$ cat config.mk
export PLATFORM = sky130hd
export DESIGN_NAME = uart_tx_seq
export DESIGN_NICKNAME = d
export VERILOG_FILES = /design/src/rtl/uart_tx_seq.sv
export SDC_FILE = /design/constraint.sdc
export NUM_CORES = 1
export LEC_CHECK = 0
export CAP_MARGIN = 20
export CORE_MARGIN = 5
export CORE_UTILIZATION = 55
export CTS_CLUSTER_SIZE = 25
export DETAILED_ROUTE_END_ITERATION = 10
export PLACE_DENSITY = 0.79
export SYNTH_ARGS = -nofsm -noshare
export SYNTH_HDL_FRONTEND = slang
export SYNTH_SLANG_ARGS = --single-unit
$ cat constraint.sdc
create_clock -name clk -period 2.06 [get_ports clk]
set_input_delay 0.412 -clock clk [delete_from_list [all_inputs] [get_ports clk]]
set_output_delay 0.412 -clock clk [all_outputs]
set_load 0.1 [all_outputs]
$ cat src/rtl/uart_tx_seq.sv
// uart_tx_seq: 8N1 UART transmitter whose data bits come from an external 4-bit shift register
module uart_tx_seq #(
  parameter int CLKS_PER_BIT = 16
) (
  input  logic       clk,
  input  logic       clear_n,
  input  logic       tx_start,
  input  logic [7:0] tx_data,
  input  logic       sr_q0,
  output logic [1:0] sr_mode,
  output logic [3:0] sr_d,
  output logic       sr_in_rs,
  output logic       sr_in_ls,
  output logic       tx,
  output logic       tx_busy,
  output logic       tx_done
);
  typedef enum logic [1:0] {IDLE, START, DATA, STOP} state_t;
  localparam logic [15:0] BAUD_LAST = 16'(CLKS_PER_BIT - 1);
  localparam logic [15:0] BAUD_PRE  = 16'(CLKS_PER_BIT - 2);
  localparam logic [1:0]  SR_HOLD   = 2'b00;
  localparam logic [1:0]  SR_SHR    = 2'b01;
  localparam logic [1:0]  SR_LOAD   = 2'b11;
  state_t      state_q, state_d;
  logic [15:0] baud_cnt_q, baud_cnt_d;
  logic [2:0]  bit_idx_q, bit_idx_d;
  logic [7:0]  data_q, data_d;
  logic        tx_q, tx_d;
  logic        busy_q, busy_d;
  logic        done_q, done_d;
  logic [1:0]  sr_mode_q, sr_mode_d;
  logic [3:0]  sr_d_q, sr_d_d;
  logic        bit_last, bit_pre;
  logic [15:0] baud_next;
  assign bit_last  = baud_cnt_q == BAUD_LAST;
  assign bit_pre   = baud_cnt_q == BAUD_PRE;
  assign baud_next = bit_last ? 16'd0 : baud_cnt_q + 16'd1;
  assign sr_mode   = sr_mode_q;
  assign sr_d      = sr_d_q;
  assign sr_in_rs  = 1'b0;
  assign sr_in_ls  = 1'b0;
  assign tx        = tx_q;
  assign tx_busy   = busy_q;
  assign tx_done   = done_q;
  // Next-state: sr_mode/sr_d are registered, so shift/load commands are issued one cycle ahead (bit_pre)
  always_comb begin
    state_d    = state_q;
    baud_cnt_d = baud_cnt_q;
    bit_idx_d  = bit_idx_q;
    data_d     = data_q;
    tx_d       = tx_q;
    busy_d     = busy_q;
    done_d     = 1'b0;
    sr_mode_d  = SR_HOLD;
    sr_d_d     = sr_d_q;
    case (state_q)
      IDLE: if (tx_start) begin
        state_d    = START;
        data_d     = tx_data;
        tx_d       = 1'b0;
        busy_d     = 1'b1;
        baud_cnt_d = 16'd0;
        bit_idx_d  = 3'd0;
        sr_mode_d  = SR_LOAD;
        sr_d_d     = tx_data[3:0];
      end
      START: begin
        baud_cnt_d = baud_next;
        if (bit_last) begin
          state_d = DATA;
          tx_d    = sr_q0;
        end
      end
      DATA: begin
        baud_cnt_d = baud_next;
        if (bit_pre) begin
          sr_mode_d = bit_idx_q == 3'd3 ? SR_LOAD : bit_idx_q == 3'd7 ? SR_HOLD : SR_SHR;
          sr_d_d    = bit_idx_q == 3'd3 ? data_q[7:4] : sr_d_q;
        end
        if (bit_last) begin
          bit_idx_d = bit_idx_q + 3'd1;
          state_d   = bit_idx_q == 3'd7 ? STOP : DATA;
          tx_d      = bit_idx_q == 3'd7 ? 1'b1 : sr_q0;
        end
      end
      STOP: begin
        baud_cnt_d = baud_next;
        if (bit_last) begin
          state_d = IDLE;
          busy_d  = 1'b0;
          done_d  = 1'b1;
          tx_d    = 1'b1;
        end
      end
      default: state_d = IDLE;
    endcase
  end
  // State register with synchronous active-low clear that aborts any frame
  always_ff @(posedge clk) begin
    if (!clear_n) begin
      state_q    <= IDLE;
      baud_cnt_q <= 16'd0;
      bit_idx_q  <= 3'd0;
      data_q     <= 8'd0;
      tx_q       <= 1'b1;
      busy_q     <= 1'b0;
      done_q     <= 1'b0;
      sr_mode_q  <= SR_HOLD;
      sr_d_q     <= 4'd0;
    end else begin
      state_q    <= state_d;
      baud_cnt_q <= baud_cnt_d;
      bit_idx_q  <= bit_idx_d;
      data_q     <= data_d;
      tx_q       <= tx_d;
      busy_q     <= busy_d;
      done_q     <= done_d;
      sr_mode_q  <= sr_mode_d;
      sr_d_q     <= sr_d_d;
    end
  end
endmodule

After elaboration in Yosys (flattened, before gate mapping)

Index checks and enable logic that the tools add are counted.

Reductions and logical operators: 10
Muxes and demuxes: 31
$add $sub $neg: 2
Eq/ne operators: 13

Operator list:

| cell                                                              | number |
|---|---|
| 16-bit by 4-bit == test with 1-bit output (second input constant) | 2 |
| 16-bit 2-to-1 mux                                                 | 2 |
| 16-bit one-hot mux with 2 select lines                            | 1 |
| 16-bit by 1-bit adder with 16-bit output (second input constant)  | 1 |
| 2-bit 2-to-1 mux                                                  | 7 |
| 4-bit 2-to-1 mux                                                  | 3 |
| 2-bit inequality test (second input constant)                     | 6 |
| 1-bit 2-to-1 mux                                                  | 10 |
| 2-bit one-hot mux with 4 select lines                             | 1 |
| 4-bit one-hot mux with 2 select lines                             | 1 |
| 4-bit AND reduction                                               | 2 |
| 3-bit 2-to-1 mux                                                  | 2 |
| 3-bit one-hot mux with 2 select lines                             | 1 |
| 3-bit AND reduction                                               | 2 |
| 2-bit == test (second input constant)                             | 2 |
| 1-bit one-hot mux with 4 select lines                             | 1 |
| 2-bit one-hot mux with 2 select lines                             | 1 |
| 2-bit AND reduction                                               | 2 |
| 2-bit nonzero test                                                | 2 |
| 3-bit by 1-bit adder with 3-bit output (second input constant)    | 1 |
| 3-bit by 2-bit == test with 1-bit output (second input constant)  | 1 |
| 3-bit == test (second input constant)                             | 1 |
| 3-bit OR reduction                                                | 1 |
| 2-bit by 1-bit == test with 1-bit output (second input constant)  | 1 |
| 2 further kinds                                                   | 2 |

Output and inout port bits: 11
Input port bits: 12
Logic and storage cells: 65
Register bits: 38

Logic depth before layout (Yosys ltp)

Gate-level depths: netlist (run 1).

Depth in word-level cells: 5
Gate-level depth with buffers: 7
Mapped depth without buffers: 6

Worst setup path after synthesis (run 1)

OpenSTA, ideal clock, no wires.

Path kind: reg2reg
Start: reg baud_cnt_q[0]
End: reg baud_cnt_q[12]
Slack: 0.271 ns
Cell stages (with the launch flop): 7
Period minus slack after synthesis: 1.789 ns
Arrival time: 1.727 ns
Path buffers: 1
Library setup time: 0.062 ns
Data required time: 1.998 ns
Path through: dfxtp_1 > ha_1 > buf_4 > and3_1 > a41oi_1 > or4b_1 > nand3_1

Longest elaborated chain between the ends: 3
Elaborated cells on any way between the ends: 4
Classes of those cells: add/sub: 1; eq/ne: 1; mux: 2

Ends and longest elaborated chain:

| what                                                                                                  | line   | RTL |
|---|---|---|
| from (decl)                                                                                           | 25     | `logic [15:0] baud_cnt_q, baud_cnt_d;` |
| from (signal assigned)                                                                                | 112    | `baud_cnt_q <= baud_cnt_d;` |
| 16-bit by 1-bit adder with 16-bit output or 16-bit by 4-bit == test with 1-bit output (tied branches) | 37, 35 |  |
| 16-bit 2-to-1 mux (*)                                                                                 | 37     | `assign baud_next = bit_last ? 16'd0 : baud_cnt_q + 16'd1;` |
| 16-bit one-hot mux with 2 select lines (*)                                                            | 56     | `case (state_q)` |

Every way passes the cells marked *; elsewhere a longest branch is shown, timed or not.
A chain may end at the register's enable or synchronous reset.

Final worst setup path (run 1)

Start: reg baud_cnt_q[11]
End: reg bit_idx_q[0]

Longest elaborated chain between the ends: 3

Ends and longest elaborated chain:

| what                                      | line | RTL |
|---|---|---|
| 16-bit by 4-bit == test with 1-bit output | 35   | `assign bit_last = baud_cnt_q == BAUD_LAST;` |
| 2-bit inequality test (no source line)    | n/a  |  |
| 3-bit AND reduction (no source line)      | n/a  |  |
| to (signal assigned)                      | 113  | `bit_idx_q <= bit_idx_d;` |
| to (decl)                                 | 26   | `logic [2:0] bit_idx_q, bit_idx_d;` |

Every way passes these cells.

==> results_dict.tcl, run 1 <==
set metrics [dict create \
    skew_ns 0.006676 \
    synth_edf_count 0 \
    clk_pin_slew_ns 0.11 \
    synth_top_area_cell "dfxtp_1" \
    min-delay-start "data_q[5]$_SDFFE_PN0P_" \
    drtIter0Drc 172 \
    final_util 0.6851 \
    end_kind "register" \
    final_cell_count_no_fill 307 \
    power_mw 2.591 \
    drcViolationCount 0 \
    gp_congestion 0.9454 \
    drtPass1Iterations 6 \
    grt_util_all_layers 0.2113 \
    ys_warn_count 0 \
    ff2ff_setup_slack_ns 0.09 \
    num_rows 21 \
    final_cell_mix "dfxtp_1, nand2_1, buf_4" \
    r2r_end "bit_idx_q[0]$_SDFFE_PN0P_" \
    min_path_type "register to register" \
    synth_cell_types 49 \
    cp.required_ns 2.30 \
    antenna_found_initial 0 \
    slew_headroom 0.6065 \
    crit_fanout 7 \
    antennaDiodeCount 0 \
    synth_area_mm2 0.001962 \
    grt_pass1_vias 1733 \
    ant_nets 0 \
    r2r_start "baud_cnt_q[11]$_SDFFE_PN0N_" \
    holdPathStages 2 \
    post-route-period-util 0.9544 \
    routed_wl_um 4973 \
    wire_per_inst_um 16.20 \
    synthToLayoutAreaGrowth_pct 18.37 \
    ctsHoldBuffers 0 \
    start_kind "register" \
    setup_slack_ns 0.09389 \
    cts_setup_buffers 0 \
    tightestPinTransition_ns 0.5840 \
    post-route-min-period_ns 1.966 \
    synth_seq_area_share 0.3469 \
    via_per_inst 6.137 \
    worstPathArrival_ns 2.21 \
    die_y_um 69.73 \
    status "complete, no violations" \
    die_x_um 69.73 \
    core_mm2 0.003390 \
    layout_commonest_cell "dfxtp_1" \
    via_count 1884 \
    hpwl_um 3729 \
    drv_cap 0 \
    worstRegToRegCells 4 \
    final_layout_size_suffix_gt1_frac 0.1724 \
    netlist_instances 233 \
    cts_buffer_depth 2 \
    place_ws_ns 0.1333 \
    clock_sinks 34 \
    pin_count 23 \
    crit_type "register to register" \
    dieArea_mm2 0.004862 \
    grt-ovfl-total 0 \
    syn-mean-instance-area_um2 8.420 \
    final_net_count 283 \
    cpPeakStageDelay_ns 0.61 \
    portBuffers 20 \
    root_buffer "clkbuf_4" \
    cts_resized 0 \
    synth.top_cell.area_share 0.3469 \
    slew_violations 0 \
    cts_buffers 5 \
    grt_max_degree 21 \
    start_util 0.5788 \
    place_inst 299 \
    grt_pass1_wl_um 8500 \
    path_delay_family "simple AND/OR/NAND/NOR gates" \
    crit_buf_inv 0 \
    clock_latency_ns 0.32 \
    power_density_mw_per_mm2 1116 \
    peakVddDrop_uv 844.6 \
    tns_ns 0 \
    htree_levels 2 \
    ys_top_cells_by_area "dfxtp_1, ha_1, nand2_1" \
    synth_top_flop_cell "dfxtp_1" \
    async_flop_share 0 \
    hold_end "data_q[5]$_SDFFE_PN0P_" \
    crit_start "baud_cnt_q[11]$_SDFFE_PN0N_" \
    path_cells "or4_4, nor4_4, a31oi_1, a311oi_1" \
    rsz0062_at_grt "no" \
    max_freq_ghz 0.5086 \
    finalSetupViolations 0 \
    crit_slowest_cell "or4_4" \
    ys_ff_latch 34 \
    leakage_nw 0.8719 \
    final-hold-violation-count 0 \
    cts_tree "built" \
]
registers in the layout (all words and copies together) (netlist names):
name / flops
sr_d: 4
tx_busy: 1
bit_idx_q: 3
baud_cnt_q: 16
tx: 1
tx_done: 1
data_q: 4
state_q: 2
sr_mode: 2
power breakdown:
part	leakage (nW)	switching, mW	internal (mW)
sequential	0.277	0.0625	0.747
clock	0.0450	0.231	0.251
combinational	0.550	0.889	0.410
worst register-to-register path: stages, from the launching register on:
cell	delay [ns]
dfxtp_1	0.37
or4_4	0.61
nor4_4	0.48
a31oi_1	0.15
a311oi_1	0.27
cells in the mapped netlist (2+ instances only):
cell,count
and3_2,2
buf_4,4
a31oi_1,8
nor4_4,2
a41oi_1,3
a21boi_0,2
nand4_1,8
nor4_1,5
nor2_1,8
mux2i_1,6
inv_1,8
clkbuf_1,7
or4_4,3
o21ai_0,8
nand2_1,27
nand3_1,15
and4_1,3
o22ai_1,6
or3_2,2
dfxtp_1,34
ha_1,11
or3_1,3
o311ai_0,2
and2_1,5
o211ai_1,2
buf_2,5
nand2b_1,2
a22oi_1,4
a21oi_1,17
nor3_1,2
logic make-up after synthesis:
family	share of synthesized area
AOI/OAI and AO/OA	0.2137
adders and majority gates	0.07015
buffers and inverters	0.05676
DFF	0.3469
muxes	0.03635
other	0.001911
and+or+nand+nor	0.2742
layout make-up:
type / instances / area, um^2
clock inverter: 3 / 40.04
tap: 46 / 57.56
sequential: 34 / 680.7
clock buffer: 5 / 37.54
inverter: 8 / 30.03
timing repair buffer: 35 / 302.8
multi-input combinational: 176 / 1174
fill: 264 / 1067
per-stage QoR:
| stage | area [um^2] | hold slack, ns |
|---|---|---|
| 6_report | 2322 | 0.4700 |
| 5_1_grt | 2322 | 0.4904 |
| 4_1_cts | 2322 | 0.4705 |
| 3_5_place_dp | 2245 | 0.4528 |
| 3_3_place_gp | 2245 | 0.4402 |
| 2_1_floorplan | 1966 | 0.4317 |
worst max-delay path by stage:
stage / endpoint / slack (ns) / depth (start not counted)
floorplan: baud_cnt_q[12]$_SDFFE_PN0N_ / 0.27 / 6
global placement: bit_idx_q[0]$_SDFFE_PN0P_ / 0.20 / 4
detailed placement: bit_idx_q[0]$_SDFFE_PN0P_ / 0.13 / 6
CTS: bit_idx_q[0]$_SDFFE_PN0P_ / 0.11 / 6
global route: bit_idx_q[0]$_SDFFE_PN0P_ / 0.009 / 6
finish: bit_idx_q[0]$_SDFFE_PN0P_ / 0.09 / 4
metal layers:
layer | routed length, um | vias up | global-route usage
met2 | 2416 | 57 | 0.3517
met1 | 2295 | 897 | 0.2835
li1 | - | 924 | -
met3 | 223 | 6 | 0.04058
met5 | 0 | - | 0
met4 | 38 | 0 | 0.04468
(Power assumes the default switching activity.)
==> inputs of run 2 (changes only) <==
--- a/config.mk
+++ b/config.mk
@@ -6,6 +6,7 @@
 export NUM_CORES = 1
 export LEC_CHECK = 0
 export CAP_MARGIN = 20
+export CORE_ASPECT_RATIO = 1.75
 export CORE_MARGIN = 5
 export CORE_UTILIZATION = 55
 export CTS_CLUSTER_SIZE = 25
==> constraint.sdc (replaced) <==
create_clock -name clk -period 2 [get_ports clk]
set_input_delay 0.4 -clock clk [delete_from_list [all_inputs] [get_ports clk]]
set_output_delay 0.4 -clock clk [all_outputs]
set_load 0.1 [all_outputs]
==> results_dict.tcl, run 2 (synthesis gave the netlist of run 1 again) <==
set metrics [dict create \
    path_delay_family "simple AND/OR/NAND/NOR gates" \
    antenna_found_initial 0 \
    end_kind "register" \
    hold_end "data_q[5]$_SDFFE_PN0P_" \
    root_buffer "clkbuf_8" \
    post-route-period-util 0.9336 \
    antennaDiodeCount 0 \
    holdPathStages 2 \
    final_cell_mix "dfxtp_1, buf_4, nand2_1" \
    whs_ns 0.4544 \
    via_per_inst 6.141 \
    core_mm2 0.003433 \
    grt_pass1_wl_um 8418 \
    crit_fanout 7 \
    final-hold-violation-count 0 \
    wire_per_inst_um 15.92 \
    crit_buf_inv 0 \
    die_x_um 55.15 \
    cts_buffer_depth 2 \
    power_mw 2.774 \
    grt_pass1_vias 1917 \
    tns_ns 0 \
    worstPathArrival_ns 2.06 \
    cpPeakStageDelay_ns 0.61 \
    clk_pin_slew_ns 0.07 \
    largest_register "baud_cnt_q" \
    status "complete, no violations" \
    worstRegToRegCells 4 \
    finalSetupViolations 0 \
    die_y_um 89.01 \
    hpwl_um 3793 \
    place_inst 303 \
    cp.required_ns 2.20 \
    start_kind "register" \
    ff2ff_setup_slack_ns 0.13 \
    drv_cap 0 \
    largest_reg_flops 16 \
    gp_congestion 0.8860 \
    skew_ns 0.007137 \
    final_net_count 289 \
    layout_commonest_cell "dfxtp_1" \
    max_freq_ghz 0.5356 \
    cts_buffers 5 \
    routed_wl_um 4968 \
    leakage_nw 0.9048 \
    rsz0062_at_grt "no" \
    grt_util_all_layers 0.2344 \
    clock_latency_ns 0.29 \
    clock_sinks 34 \
    path_cells "or4_4, nor4_4, a31oi_1, a311oi_1" \
    slew_violations 0 \
    grt_max_degree 18 \
    min_path_type "register to register" \
    r2r_start "baud_cnt_q[11]$_SDFFE_PN0N_" \
    r2r_end "bit_idx_q[0]$_SDFFE_PN0P_" \
    synthToLayoutAreaGrowth_pct 21.30 \
    peakVddDrop_uv 1019 \
    drtPass1Iterations 4 \
    ant_nets 0 \
    portBuffers 20 \
    dieArea_mm2 0.004908 \
    drcViolationCount 0 \
    pin_count 23 \
    final_cell_count_no_fill 312 \
    htree_levels 2 \
    num_rows 28 \
    crit_start "baud_cnt_q[11]$_SDFFE_PN0N_" \
    post-route-min-period_ns 1.867 \
    grt-ovfl-total 0 \
    final_layout_size_suffix_gt1_frac 0.1873 \
    min-delay-start "data_q[5]$_SDFFE_PN0P_" \
    cts_tree "built" \
    via_count 1916 \
    crit_type "register to register" \
    power_density_mw_per_mm2 1166 \
    final_util 0.6931 \
    crit_slowest_cell "or4_4" \
    start_util 0.5714 \
    drtIter0Drc 37 \
]
-- run 2: final cells by class --
type                    count  area (um^2)
multi-input cells         176         1174
fillers                   327         1054
flip-flops and latches     34        680.7
repair buffers             41        347.8
clock buffers               7        86.33
well taps                  45        56.30
inverters                   8        30.03
clock inverters             1        5.005
-- run 2: worst reg2reg max path, stage by stage, from the launching register on --
cell	delay (ns)
dfxtp_1	0.36
or4_4	0.61
nor4_4	0.44
a31oi_1	0.14
a311oi_1	0.24
-- run 2: metrics by stage --
stage / worst slack, ns / area [um^2]
3_3_place_gp: 0.1706 / 2281
3_5_place_dp: 0.1255 / 2281
2_1_floorplan: 0.2106 / 1966
5_1_grt: 0.01911 / 2380
4_1_cts: 0.1065 / 2372
6_report: 0.1328 / 2380
-- run 2: how the worst max path moves through the flow --
stage | end | slack [ns] | depth (start not counted)
after floorplan | baud_cnt_q[12]$_SDFFE_PN0N_ | 0.21 | 6
after global placement | sr_d[1]$_SDFFE_PN0P_ | 0.17 | 4
after detailed placement | sr_d[0]$_SDFFE_PN0P_ | 0.13 | 4
after CTS | sr_d[1]$_SDFFE_PN0P_ | 0.11 | 4
after global routing | baud_cnt_q[11]$_SDFFE_PN0N_ | 0.02 | 7
final | bit_idx_q[0]$_SDFFE_PN0P_ | 0.13 | 4
-- run 2: timing repair --
item / 4_1_cts / 5_1_grt
gates resized for setup: 0 / 0
hold buffers: 0 / 0
endpoints found under the hold margin: 0 / 0
endpoints found under the setup margin: 0 / 1
setup buffers: 0 / 1
-- run 2: report_power, final --
group | switching, mW | internal, mW | total, mW
clock | 0.253 | 0.278 | 0.531
combinational | 0.927 | 0.489 | 1.42
sequential | 0.0580 | 0.770 | 0.828
total | 1.24 | 1.54 | 2.77
-- run 2: layer usage --
layer  part of all wire  global-route usage
met5                  0                   0
met4              0.045              0.1195
met3              0.036             0.04007
met2               0.55              0.4256
met1               0.37              0.2453
==> inputs of run 3 (changes only) <==
--- a/config.mk
+++ b/config.mk
@@ -6,7 +6,6 @@
 export NUM_CORES = 1
 export LEC_CHECK = 0
 export CAP_MARGIN = 20
-export CORE_ASPECT_RATIO = 1.75
 export CORE_MARGIN = 5
 export CORE_UTILIZATION = 55
 export CTS_CLUSTER_SIZE = 25
==> results_dict.tcl, run 3 (synthesis gave the netlist of run 1 again) <==
set metrics [dict create \
    cts_tree "built" \
    die_x_um 69.73 \
    antenna_found_initial 0 \
    via_count 1906 \
    antennaDiodeCount 0 \
    die_y_um 69.73 \
    max_freq_ghz 0.5182 \
    drv_cap 0 \
    core_mm2 0.003390 \
    clock_sinks 34 \
    grt_pass1_vias 1799 \
    ctsHoldBuffers 0 \
    routed_wl_um 4955 \
    largest_register "baud_cnt_q" \
    crit_fanout 5 \
    power_density_mw_per_mm2 1132 \
    leakage_nw 0.9039 \
    worstRegToRegCells 4 \
    htree_levels 2 \
    whs_ns 0.4589 \
    synthToLayoutAreaGrowth_pct 20.66 \
    drcViolationCount 0 \
    grt_max_degree 19 \
    skew_ns 0.01746 \
    pin_count 23 \
    drtPass1Iterations 4 \
    clk_pin_slew_ns 0.12 \
    clock_latency_ns 0.36 \
    root_buffer "clkbuf_4" \
    final_net_count 290 \
    crit_type "register to register" \
    portBuffers 20 \
    peakVddDrop_uv 881.5 \
    min_path_type "register to register" \
    holdPathStages 2 \
    worstPathArrival_ns 2.20 \
    grt_pass1_wl_um 8431 \
    dieArea_mm2 0.004862 \
    status "complete, no violations" \
    final-hold-violation-count 0 \
    slew_violations 0 \
    layout_commonest_cell "dfxtp_1" \
    via_per_inst 6.070 \
    finalSetupViolations 0 \
    num_rows 21 \
    final_layout_size_suffix_gt1_frac 0.2015 \
    grt_util_all_layers 0.2175 \
    hpwl_um 3625 \
    start_kind "register" \
    power_mw 2.680 \
    post-route-min-period_ns 1.930 \
    grt-ovfl-total 0 \
    cp.required_ns 2.27 \
    end_kind "register" \
    wire_per_inst_um 15.78 \
    ant_nets 0 \
    cts_buffers 5 \
    final_util 0.6984 \
    start_util 0.5788 \
    gp_congestion 0.9682 \
    post-route-period-util 0.9649 \
    drtIter0Drc 248 \
    cts_buffer_depth 2 \
    final_cell_mix "dfxtp_1, buf_4, nand2_1" \
    largest_reg_flops 16 \
]
-- run 3: cell types whose count changed in the layout (fill, tap and decap cells not counted) --
| cell | change |
|---|---|
| clkbuf_8 | -3 |
| dfxtp_1 | -1 |
| clkbuf_1 | -1 |
| ha_1 | -1 |
| buf_4 | +2 |
| clkbuf_4 | +5 |
| clkinv_2 | -1 |
| buf_12 | -1 |
| dfxtp_2 | +1 |
| ha_2 | +1 |
-- run 3: stage by stage --
step | setup WS (ns) | setup TNS [ns] | cells | instance area [um^2]
final | 0.07016 | 0 | 314 | 2367
after global routing | -0.03431 | -0.03431 | 314 | 2367
after detailed placement | 0.08148 | 0 | 304 | 2270
after global placement | 0.1559 | 0 | 304 | 2270
after floorplan | 0.2106 | 0 | 234 | 1966
after CTS | 0.04720 | 0 | 312 | 2349
-- run 3: layout make-up --
| type | count | area [um^2] |
|---|---|---|
| clock buffers | 8 | 78.83 |
| fillers | 272 | 1022 |
| inverters | 8 | 30.03 |
| multi-input cells | 176 | 1176 |
| flip-flops and latches | 34 | 681.9 |
| well taps | 46 | 57.56 |
| repair buffers | 42 | 342.8 |
-- run 3: power breakdown --
| group | leakage [nW] | switching [mW] | internal [mW] |
|---|---|---|---|
| registers | 0.277 | 0.0625 | 0.770 |
| logic | 0.582 | 0.911 | 0.452 |
| clock network | 0.0446 | 0.244 | 0.240 |
| total | 0.904 | 1.22 | 1.46 |
-- run 3: per-layer routing --
metal,part of all wire,up-vias,track usage
met4,0.014,0,0.1085
met3,0.057,6,0.04638
met2,0.46,50,0.3337
met5,0,-,0
met1,0.47,903,0.2875
li1,-,947,-
-- run 3: worst max-delay path, cell delays in order (launching register included) --
cell and delay [ns]:
dfxtp_1 0.37, or4_4 0.60, o41ai_2 0.53, a21oi_1 0.15, a211oi_2 0.19
-- run 3: worst paths after layout --
kind                          startpoint  slack (ns)                 endpoint
max          baud_cnt_q[11]$_SDFFE_PN0N_        0.07  state_q[0]$_SDFFE_PN0P_
min               data_q[7]$_SDFFE_PN0P_        0.46   data_q[7]$_SDFFE_PN0P_
max reg2reg  baud_cnt_q[11]$_SDFFE_PN0N_        0.07  state_q[0]$_SDFFE_PN0P_
min reg2reg       data_q[7]$_SDFFE_PN0P_        0.46   data_q[7]$_SDFFE_PN0P_
-- run 3: repair_timing --
| action | CTS | global route |
|---|---|---|
| resized for setup | 0 | 2 |
| buffers inserted | 0 | 2 |
| endpoints found under the setup margin | 0 | 6 |
